--- config.mk ---
export PLATFORM = sky130hd
export DESIGN_NAME = score_keeper
export DESIGN_NICKNAME = d
export VERILOG_FILES = /design/src/rtl/score_keeper.sv
export SDC_FILE = /design/constraint.sdc
export NUM_CORES = 1
export LEC_CHECK = 0
export CORE_AREA = 2 2 46 80
export CTS_BUF_LIST = sky130_fd_sc_hd__clkbuf_4
export CTS_CLUSTER_DIAMETER = 200
export DETAILED_ROUTE_END_ITERATION = 10
export DIE_AREA = 0 0 48 82
export PLACE_DENSITY = 0.73
export SYNTH_ARGS = -nofsm -noshare
export SYNTH_HDL_FRONTEND = slang
export SYNTH_SLANG_ARGS = --single-unit
--- constraint.sdc ---
create_clock -name clk -period 2.6 [get_ports clk]
set_input_delay 0.39 -clock clk [delete_from_list [all_inputs] [get_ports clk]]
set_output_delay 0.39 -clock clk [all_outputs]
set_load 0.1 [all_outputs]
--- src/rtl/score_keeper.sv ---
// Pong score keeper: detects goal-line misses from the ball x position, keeps both
// scores and sequences serve / hold / game-over for the top level.
module score_keeper #(
    parameter int BALL_SIZE      = 10,
    parameter int LEFT_BOUNDARY  = 3,
    parameter int RIGHT_BOUNDARY = 637,
    parameter int WIN_SCORE      = 7,
    parameter int HOLD_CYCLES    = 16
) (
    input  logic        clk,
    input  logic        reset,
    input  logic [10:0] ball_pos_x,
    input  logic        game_start,
    output logic [3:0]  score_left,
    output logic [3:0]  score_right,
    output logic        point_left,
    output logic        point_right,
    output logic        serve_req,
    output logic        game_over,
    output logic        winner
);

    localparam int CNT_W = $clog2(HOLD_CYCLES + 1);
    localparam logic [CNT_W-1:0] HOLD_MAX = CNT_W'(HOLD_CYCLES);
    localparam logic [3:0]       WIN_VAL  = 4'(WIN_SCORE);

    typedef enum logic [1:0] {IDLE, PLAY, HOLD, OVER} state_t;

    state_t           state;
    logic [CNT_W-1:0] hold_cnt;
    logic [11:0]      right_edge;
    logic             miss_l;
    logic             miss_r;
    logic [3:0]       score_left_nxt;
    logic [3:0]       score_right_nxt;

    function automatic logic [CNT_W-1:0] sat_inc(input logic [CNT_W-1:0] v);
        return (v == HOLD_MAX) ? v : v + CNT_W'(1);
    endfunction

    // Right edge computed one bit wider than the position so it cannot wrap.
    always_comb begin
        right_edge      = {1'b0, ball_pos_x} + 12'(BALL_SIZE);
        miss_l          = (ball_pos_x <= 11'(LEFT_BOUNDARY));
        miss_r          = (right_edge >= 12'(RIGHT_BOUNDARY));
        score_left_nxt  = score_left + 4'd1;
        score_right_nxt = score_right + 4'd1;
    end

    always_ff @(posedge clk) begin
        if (!reset) begin
            state       <= IDLE;
            hold_cnt    <= '0;
            score_left  <= 4'd0;
            score_right <= 4'd0;
            point_left  <= 1'b0;
            point_right <= 1'b0;
            serve_req   <= 1'b0;
            game_over   <= 1'b0;
            winner      <= 1'b0;
        end else begin
            point_left  <= 1'b0;
            point_right <= 1'b0;
            serve_req   <= 1'b0;
            case (state)
                IDLE: begin
                    score_left  <= 4'd0;
                    score_right <= 4'd0;
                    if (game_start) state <= PLAY;
                end
                PLAY: begin
                    // Left miss wins if a misconfiguration makes both zones overlap.
                    if (miss_l) begin
                        score_right <= score_right_nxt;
                        point_right <= 1'b1;
                        hold_cnt    <= '0;
                        if (score_right_nxt == WIN_VAL) begin
                            state     <= OVER;
                            game_over <= 1'b1;
                            winner    <= 1'b1;
                        end else begin
                            state <= HOLD;
                        end
                    end else if (miss_r) begin
                        score_left <= score_left_nxt;
                        point_left <= 1'b1;
                        hold_cnt   <= '0;
                        if (score_left_nxt == WIN_VAL) begin
                            state     <= OVER;
                            game_over <= 1'b1;
                            winner    <= 1'b0;
                        end else begin
                            state <= HOLD;
                        end
                    end
                end
                HOLD: begin
                    // Only serve once the ball has left both goal zones.
                    if (hold_cnt == HOLD_MAX && !miss_l && !miss_r) begin
                        serve_req <= 1'b1;
                        state     <= PLAY;
                    end else begin
                        hold_cnt <= sat_inc(hold_cnt);
                    end
                end
                OVER: begin
                    if (game_start) begin
                        score_left  <= 4'd0;
                        score_right <= 4'd0;
                        game_over   <= 1'b0;
                        serve_req   <= 1'b1;
                        state       <= PLAY;
                    end
                end
                default: state <= IDLE;
            endcase
        end
    end

endmodule

# Yosys cells after proc, flatten, opt, wreduce, memory -nomap -nowiden
# Cells that the tools add are included.
# Widths: inputs -> output; s select.
# totals
register_bits	20
input_bits	14
out_inout_bits	13
# classes
add_sub_neg	4
order_cmp	2
n_eq_ne	18
n_mux	32
bitwise	2
n_reduce_logical	19
# ops
op	count
$pmux 4 s3	2
$mux 5	4
$mux 4	4
$mux 1	14
$ne 2x2->1 const B	7
$add 11x4->12 const B	1
$ge 12x10->1 const B	1
$reduce_and 4->1	3
$le 11x2->1 const B	1
$pmux 5 s2	1
$ne 3x3->1 const B	3
$add 4x1->4 const B	2
$eq 4x3->1 const B	2
$mux 2	4
$reduce_bool 2->1	4
$pmux 2 s3	1
$reduce_and 3->1	2
$add 5x1->5 const B	1
$eq 5x5->1 const B	1
$reduce_and 5->1	1
$eq 2x2->1 const B	2
$ne 2x1->1 const B	2
$pmux 1 s2	2
$reduce_bool 3->1	1
8 further kinds	11

# Logic depth before layout (Yosys ltp)
# Gate-level depths: netlist of run 1.
# depth
word_depth	6
mapped_depth	9
ltp_nobuf	8

# Worst setup path after synthesis of run 1
# Ideal clock, no wire load.
# synth_timing
kind	flip-flop to flip-flop
from	register score_right[0]
to	register game_over
arrival_ps	2401
required_ps	2525
path_slack_ps	124
stages_incl_launch_ff	8
synth_period_minus_slack_ps	2476
path_cell_list	dfxtp_1 -> ha_1 -> or4bb_1 -> o31ai_1 -> nor2_1 -> a31oi_1 -> a32oi_1 -> a31oi_1
# synth_between
elab_chain_cells	4
# synth_rtl
item	line	source
start, declared	15	output logic [3:0] score_right,
start signal, assigned	74	score_right <= score_right_nxt;
$add 4x1->4	47	score_right_nxt = score_right + 4'd1;
$eq 4x3->1	77	if (score_right_nxt == WIN_VAL) begin
$ne 3x3->1 (no line)	--	
$reduce_and 5->1 (no line)	--	
end signal, assigned	59	game_over <= 1'b0;
end signal, assigned	79	game_over <= 1'b1;
end signal, assigned	90	game_over <= 1'b1;
end, declared	19	output logic game_over,
# No other way between the ends.
# A chain may end at the register's enable or synchronous reset.

# Worst setup path in the final report of run 1
# layout_timing
from	input ball_pos_x[2]
to	register game_over
# layout_between
elab_chain_cells	4
word_cells_on_any_way	9
cone_classes	add/sub: 1; order compare: 2; eq/ne: 3; mux: 2; reduce/logical: 1
# layout_rtl
item	line	source
start, declared	12	input logic [10:0] ball_pos_x,
$add 11x4->12	43	right_edge = {1'b0, ball_pos_x} + 12'(BALL_SIZE);
$ge 12x10->1	45	miss_r = (right_edge >= 12'(RIGHT_BOUNDARY));
$ne 3x3->1 (no line)	--	
$reduce_and 5->1 (no line)	--	
# Several ways; a longest one is shown, not always the timed one.

==> flow_metrics.py, run 1 <==
metrics = {
    "yosys": {
        "yosys.area_share.adder_pct": 9.743,
        "synth_area_sq_mm": 0.001413,
        "ys_async_sr_fraction_pct": 0,
        "ys_seq_area_share_pct": 28.34,
        "yosysWarnings": 0,
        "synth-seq-cells": 20,
        "syn_inst": 177,
        "synth.distinct_cells": 53,
        "syn_avg_cell_area_sq_um": 7.981,
        "synth_edf_count": 0,
        "synth_top_cell_area_share_pct": 28.34,
        "synthMuxAreaShare_pct": 1.417,
        "yosysTopAreaCell": "dfxtp_1",
        "synth_top_family_by_area": "simple AND/OR/NAND/NOR gates",
        "synthXorXnorAreaFrac_pct": 0.6200,
        "synthFlopType": "dfxtp_1",
        "synthSimpleGateAreaFrac_pct": 28.52,
        "synth_compound_area_share_pct": 26.13,
        "synth_area_leaders": "dfxtp_1, ha_1, nand2_1, a21oi_1, o21ai_0",
        "yosys-top-cells-count": "dfxtp_1, nand2_1, inv_1",
        "synth_most_common_cell": "dfxtp_1",
        "synth_nets": 202,
    },
    "die": {
        "core_sq_mm": 0.003328,
        "pin_count": 27,
        "die-area_sq_mm": 0.003936,
        "die_y_microns": 82,
        "start_util_pct": 42.44,
        "row_count": 28,
        "die_x_microns": 48,
    },
    "timing": {
        "setup_violations": 0,
        "min_period_over_period_pct": 93.66,
        "slew_viol_final": 0,
        "max_freq_ghz": 0.4107,
        "final.min_clock_period_ns": 2.435,
        "tightest_slew_ns": 0.6767,
        "hold_viol_final": 0,
        "holdWs_ns": 0.5019,
        "rsz0062_at_grt": "false",
        "skew_ns": 0.002549,
        "slew_headroom_pct": 54.27,
    },
    "grt": {
        "grt_pass1_vias": 1403,
        "gr-total-overflow": 0,
        "grt_max_degree": 12,
        "gr-usage-all-layers_pct": 19.82,
        "antenna_found_initial": 0,
        "grt_pass1_wl_microns": 5802,
    },
    "clock_network": {
        "clk_transition_reported_paths_ns": 0.11,
        "clock_latency_ns": 0.30,
        "root_buffer": "clkbuf_4",
        "numCtsBuffers": 3,
        "postCtsSetupBuffers": 0,
        "cts_hold_buffers": 0,
        "ctsLongestPathBuffers": 2,
        "cts_tree": "yes",
        "h-tree-depth": 1,
        "cts_resized": 0,
        "cts_sinks": 20,
    },
    "placement": {
        "dpl.hpwl_microns": 2767,
        "place_congestion": 0.7942,
        "placed_cell_area_sq_mm": 0.001795,
        "placedCellCount": 259,
        "io_buffer_count": 26,
    },
    "power": {
        "switching_share_pct": 36.43,
        "share_comb_of_total_power_pct": 35.5,
        "power_density_mw_per_mm2": 418.0,
        "power_frac_seq_pct": 44.5,
        "p_leak_nw": 0.7044,
        "p_int_uw": 485.0,
        "vdd_ir_drop_max_v": 0.0001876,
        "p_clk_share_pct": 20.0,
        "switchingPower_uw": 278.0,
    },
    "detailed_routing": {
        "num_vias": 1469,
        "wl_per_cell_microns": 13.18,
        "drc": 0,
        "drt_wl_total_microns": 3467,
        "antenna_left": 0,
        "via_per_inst": 5.586,
        "dr.pass1.iters": 4,
        "dr.first_iter.drc_count": 22,
    },
    "cells_and_area": {
        "area_growth_pct": 29.23,
        "stdcell_area_sq_mm": 0.001826,
        "final_nets": 244,
        "fill_cells": 326,
        "final_cells": 263,
        "n_antenna_cell": 0,
        "post_route_cells_drive_above_1_share_pct": 18.35,
    },
    "worst_setup_path": {
        "path_class": "primary input to flop",
        "crit_arrival_ns": 2.68,
        "cp-start-kind": "primary input",
        "crit_required_ns": 2.84,
        "worstPathMaxFanout": 4,
        "cp-end-kind": "flop",
    },
    "outcome": {
        "status": "complete, no violations",
    },
    "min_path": {
        "min_path_type": "flop to flop",
    },
    "job": {
        "drv_cap": 0,
    },
}
cells by family (layout without fill, tap and decap cells):
group | after synthesis | count (layout)
AOI/OAI and AO/OA | 54 | 54
xor gates and xnor gates | 1 | 1
adders and majority gates | 11 | 11
buffers and inverters | 19 | 60
DFF | 20 | 20
muxes | 2 | 2
and+or+nand+nor | 70 | 70
worst max-delay path, stage by stage:
cell and delay, ns:
clkdlybuf4s50_1 0.50, inv_1 0.06, ha_1 0.27, nand3b_1 0.16, a221o_1 0.28, o211ai_2 0.17, buf_6 0.14, nand2_4 0.05
or4b_1 0.50, a31oi_1 0.16
placed cells by master (no fill, tap or decap), types with 2 or more instances in the layout:
master           count
a211oi_1             3
a21boi_0             2
a21oi_1             11
a31oi_1              4
buf_4               28
clkbuf_4             3
clkdlybuf4s50_1     13
dfxtp_1             20
ha_1                11
inv_1               14
mux2i_1              2
nand2_1             17
nand3_1              4
nand3b_1             4
nand4_1              3
nor2_1              13
nor2b_1              2
nor3_1               5
nor3b_1              2
nor4_1               2
o2111ai_1            3
o211ai_1             2
o21a_1               2
o21ai_0             11
o31ai_1              2
o32ai_1              2
or3_1                4
or4_1                2
flip-flops by register name (all words and copies together) (netlist names):
name	flops
state	2
game_over	1
hold_cnt	5
winner	1
score_left	4
point_left	1
point_right	1
score_right	4
serve_req	1
path summary, 6_finish.rpt:
path / slack (ns) / cells past startpoint / startpoint / end
worst max-delay path: 0.16 / 10 / ball_pos_x[2] / game_over
worst min-delay path: 0.50 / 2 / hold_cnt[4] / hold_cnt[4]
worst max register to register: 0.56 / 7 / state[0] / score_right[2]
worst min register to register: 0.50 / 2 / hold_cnt[4] / hold_cnt[4]
power by group through the flow:
stage          registers [mW]  clock network [mW]  logic, mW
2_1_floorplan           0.380                   0      0.140
3_3_place_gp            0.346                   0      0.269
3_5_place_dp            0.346                   0      0.270
4_1_cts                 0.339               0.160      0.270
5_1_grt                 0.343               0.164      0.299
6_report                0.339               0.153      0.271
layer usage:
layer  global-route usage (%)  share of wire, %  routed length [microns]
met3                    1.978               1.9                       66
met2                    37.73                57                     1977
met5                        0                 0                        0
met4                    9.730               1.6                       55
met1                    19.28                39                     1368
final cells by class:
type / instances / area (sq um) / share of cell area [%]
Clock buffer: 3 / 22.52 / 1.234
Clock inverter: 1 / 3.754 / 0.2056
Inverter: 14 / 52.55 / 2.879
Multi-Input combinational cell: 138 / 938.4 / 51.41
Sequential cell: 20 / 400.4 / 21.93
Tap cell: 45 / 56.30 / 3.084
Timing Repair Buffer: 42 / 351.6 / 19.26
per-stage QoR:
step | setup slack [ns] | utilization (%) | total power, mW | setup TNS [ns]
CTS | 0.1258 | 54.74 | 0.7694 | 0
global placement | -0.1366 | 53.95 | 0.6149 | -0.7594
floorplan | 0.1242 | - | 0.5197 | 0
finish | 0.1650 | 54.85 | 0.7630 | 0
global route | 0.005038 | 54.85 | 0.8064 | 0
detailed placement | -0.1866 | 53.95 | 0.6159 | -1.234
No activity file was read; power rests on OpenSTA's default activity.
==> run 2, diff against run 1 <==
Settings changed: GPL_TIMING_DRIVEN set to 0, REMOVE_ABC_BUFFERS set to 1.
==> flow_metrics.py, run 2 (same netlist as run 1, synthesis figures left out) <==
metrics = {
    "detailed_routing": {
        "antenna_left": 0,
        "wl_per_cell_microns": 13.27,
        "drt_wl_total_microns": 3304,
        "dr.first_iter.drc_count": 32,
        "dr.pass1.iters": 4,
        "drc": 0,
        "via_per_inst": 5.663,
        "num_vias": 1410,
    },
    "timing": {
        "slew_headroom_pct": 35.32,
        "slew_viol_final": 0,
        "max_freq_ghz": 0.4115,
        "skew_ns": 0.005990,
        "hold_viol_final": 0,
        "rsz0062_at_grt": "false",
        "final.min_clock_period_ns": 2.430,
        "setup_violations": 0,
        "min_period_over_period_pct": 93.47,
        "tightest_slew_ns": 0.9672,
    },
    "power": {
        "power_density_mw_per_mm2": 471.9,
        "vdd_ir_drop_max_v": 0.0003064,
        "p_leak_nw": 0.6342,
    },
    "worst_setup_path": {
        "cp_num_cells": 8,
        "critPathBufInv": 2,
        "cp-end-kind": "flop",
        "crit_arrival_ns": 2.68,
        "cp_cell_sequence": "clkdlybuf4s50_1, nand3_1, nor4_2, mux2i_2, buf_4, nand2_4, or4b_1, a31oi_1",
        "path_class": "primary input to flop",
        "crit_family": "simple AND/OR/NAND/NOR gates",
        "r2r_cells": 7,
        "crit_path_max_incr_delay_ns": 0.55,
        "cp-start-kind": "primary input",
        "timing.rr.end": "score_right[2]",
        "crit_required_ns": 2.85,
        "worstPathMaxFanout": 10,
        "r2r-start": "state[0]",
        "slowest_stage": "clkdlybuf4s50_1",
        "r2r_slack_ns": 0.52,
    },
    "placement": {
        "dpl.hpwl_microns": 2584,
        "placedCellCount": 243,
        "io_buffer_count": 26,
        "place_congestion": 0.8266,
    },
    "cells_and_area": {
        "post_route_cells_drive_above_1_share_pct": 10.29,
        "layout_common_cells": "clkdlybuf4s50_1, dfxtp_1, nand2_1",
        "final_common_cell": "clkdlybuf4s50_1",
        "utilization_pct": 54.51,
        "final_nets": 230,
        "final_cells": 249,
        "reg.largest.list": "hold_cnt x5, score_left x4, score_right x4",
        "largest_reg_flops": 5,
        "n_antenna_cell": 0,
        "area_growth_pct": 28.43,
        "top_register": "hold_cnt",
    },
    "grt": {
        "grt_pass1_vias": 1280,
        "antenna_found_initial": 0,
        "grt_pass1_wl_microns": 5250,
        "grt_max_degree": 19,
        "gr-total-overflow": 0,
        "gr-usage-all-layers_pct": 18.03,
    },
    "die": {
        "start_util_pct": 42.44,
        "die_x_microns": 48,
        "pin_count": 27,
        "die-area_sq_mm": 0.003936,
        "core_sq_mm": 0.003328,
        "die_y_microns": 82,
        "row_count": 28,
    },
    "clock_network": {
        "clock_latency_ns": 0.31,
        "ctsLongestPathBuffers": 2,
        "numCtsBuffers": 3,
        "clk_transition_reported_paths_ns": 0.12,
        "root_buffer": "clkbuf_4",
        "cts_tree": "yes",
        "cts_sinks": 20,
        "h-tree-depth": 1,
    },
    "min_path": {
        "min_path_type": "flop to flop",
        "hold_path_depth": 2,
        "min_from": "hold_cnt[4]",
        "holdPathEnd": "hold_cnt[4]",
    },
    "outcome": {
        "status": "complete, no violations",
    },
    "job": {
        "drv_cap": 0,
    },
}
## run 2: cell types whose count changed in the layout (fill, tap and decap cells not counted), sizes merged
cell and delta:
clkdlybuf4s50 +11, buf -27, dlymetal6s2s +1, dlygate4sd2 +1, bufinv +1, clkinv -1
## run 2: final cells by class
cell class	count	area [sq um]
Inverter	14	52.55
Tap cell	45	56.30
Clock buffer	3	22.52
Sequential cell	20	400.4
Fill cell	332	1514
Clock inverter	1	30.03
Multi-Input combinational cell	138	975.9
Timing Repair Buffer	28	276.5
## run 2: per-layer routing
metal  vias to the layer above  wire length (microns)  share of wire (%)  GRT usage, %
li1                        717                      -                  -             -
met4                         0                     63                1.9         8.919
met1                       651                   1260                 38         17.87
met5                         -                      0                  0             0
met3                         7                     99                3.0         1.538
met2                        35                   1880                 57         34.13
## run 2: through the flow
step                hold WS [ns]  cell area (sq um)  TNS (ns)  power [mW]  setup slack, ns
floorplan                 0.4572               1391         0      0.5162           0.1242
global placement          0.4774               1708    -6.158      0.5913          -0.7155
detailed placement        0.4874               1708    -6.450      0.5948          -0.7213
CTS                       0.5032               1812         0      0.8624          0.01782
global route              0.5400               1814         0      0.9023          0.06571
finish                    0.4988               1814         0      0.8562           0.1698
## run 2: worst max-delay path by stage
stage / from / endpoint
floorplan: score_right[0] / game_over
global placement: ball_pos_x[1] / hold_cnt[2]
detailed placement: ball_pos_x[1] / hold_cnt[2]
CTS: ball_pos_x[1] / game_over
global route: ball_pos_x[4] / game_over
finish: ball_pos_x[4] / game_over
## run 2: repair_timing
item                       in CTS  in global routing
hold endpoints to repair        0                  0
buffers inserted                2                  0
gates resized for setup         9                  1
hold buffers                    0                  0
setup endpoints to repair       9                  9
pin swaps                       1                  1
## run 2: report_power, final
| part | leakage [nW] | switching, mW | internal [mW] | total, mW |
|---|---|---|---|---|
| clock network | 0.0279 | 0.103 | 0.156 | 0.259 |
| logic | 0.444 | 0.164 | 0.0937 | 0.258 |
| registers | 0.162 | 0.0167 | 0.322 | 0.339 |
| total | 0.634 | 0.284 | 0.572 | 0.856 |
## run 2: worst register-to-register path, stage by stage (launching register included)
cell     delay (ns)
dfxtp_1        0.42
inv_1          0.08
ha_1           0.28
inv_1          0.15
o21a_1         0.27
nand3_1        0.16
or3b_2         0.51
a21oi_1        0.15
==> run 3, diff against run 2 <==
Settings changed: CAP_MARGIN set to 30.
==> results of run 3 <==
Same layout as run 2: the final DEF is identical, and so are final timing and power.
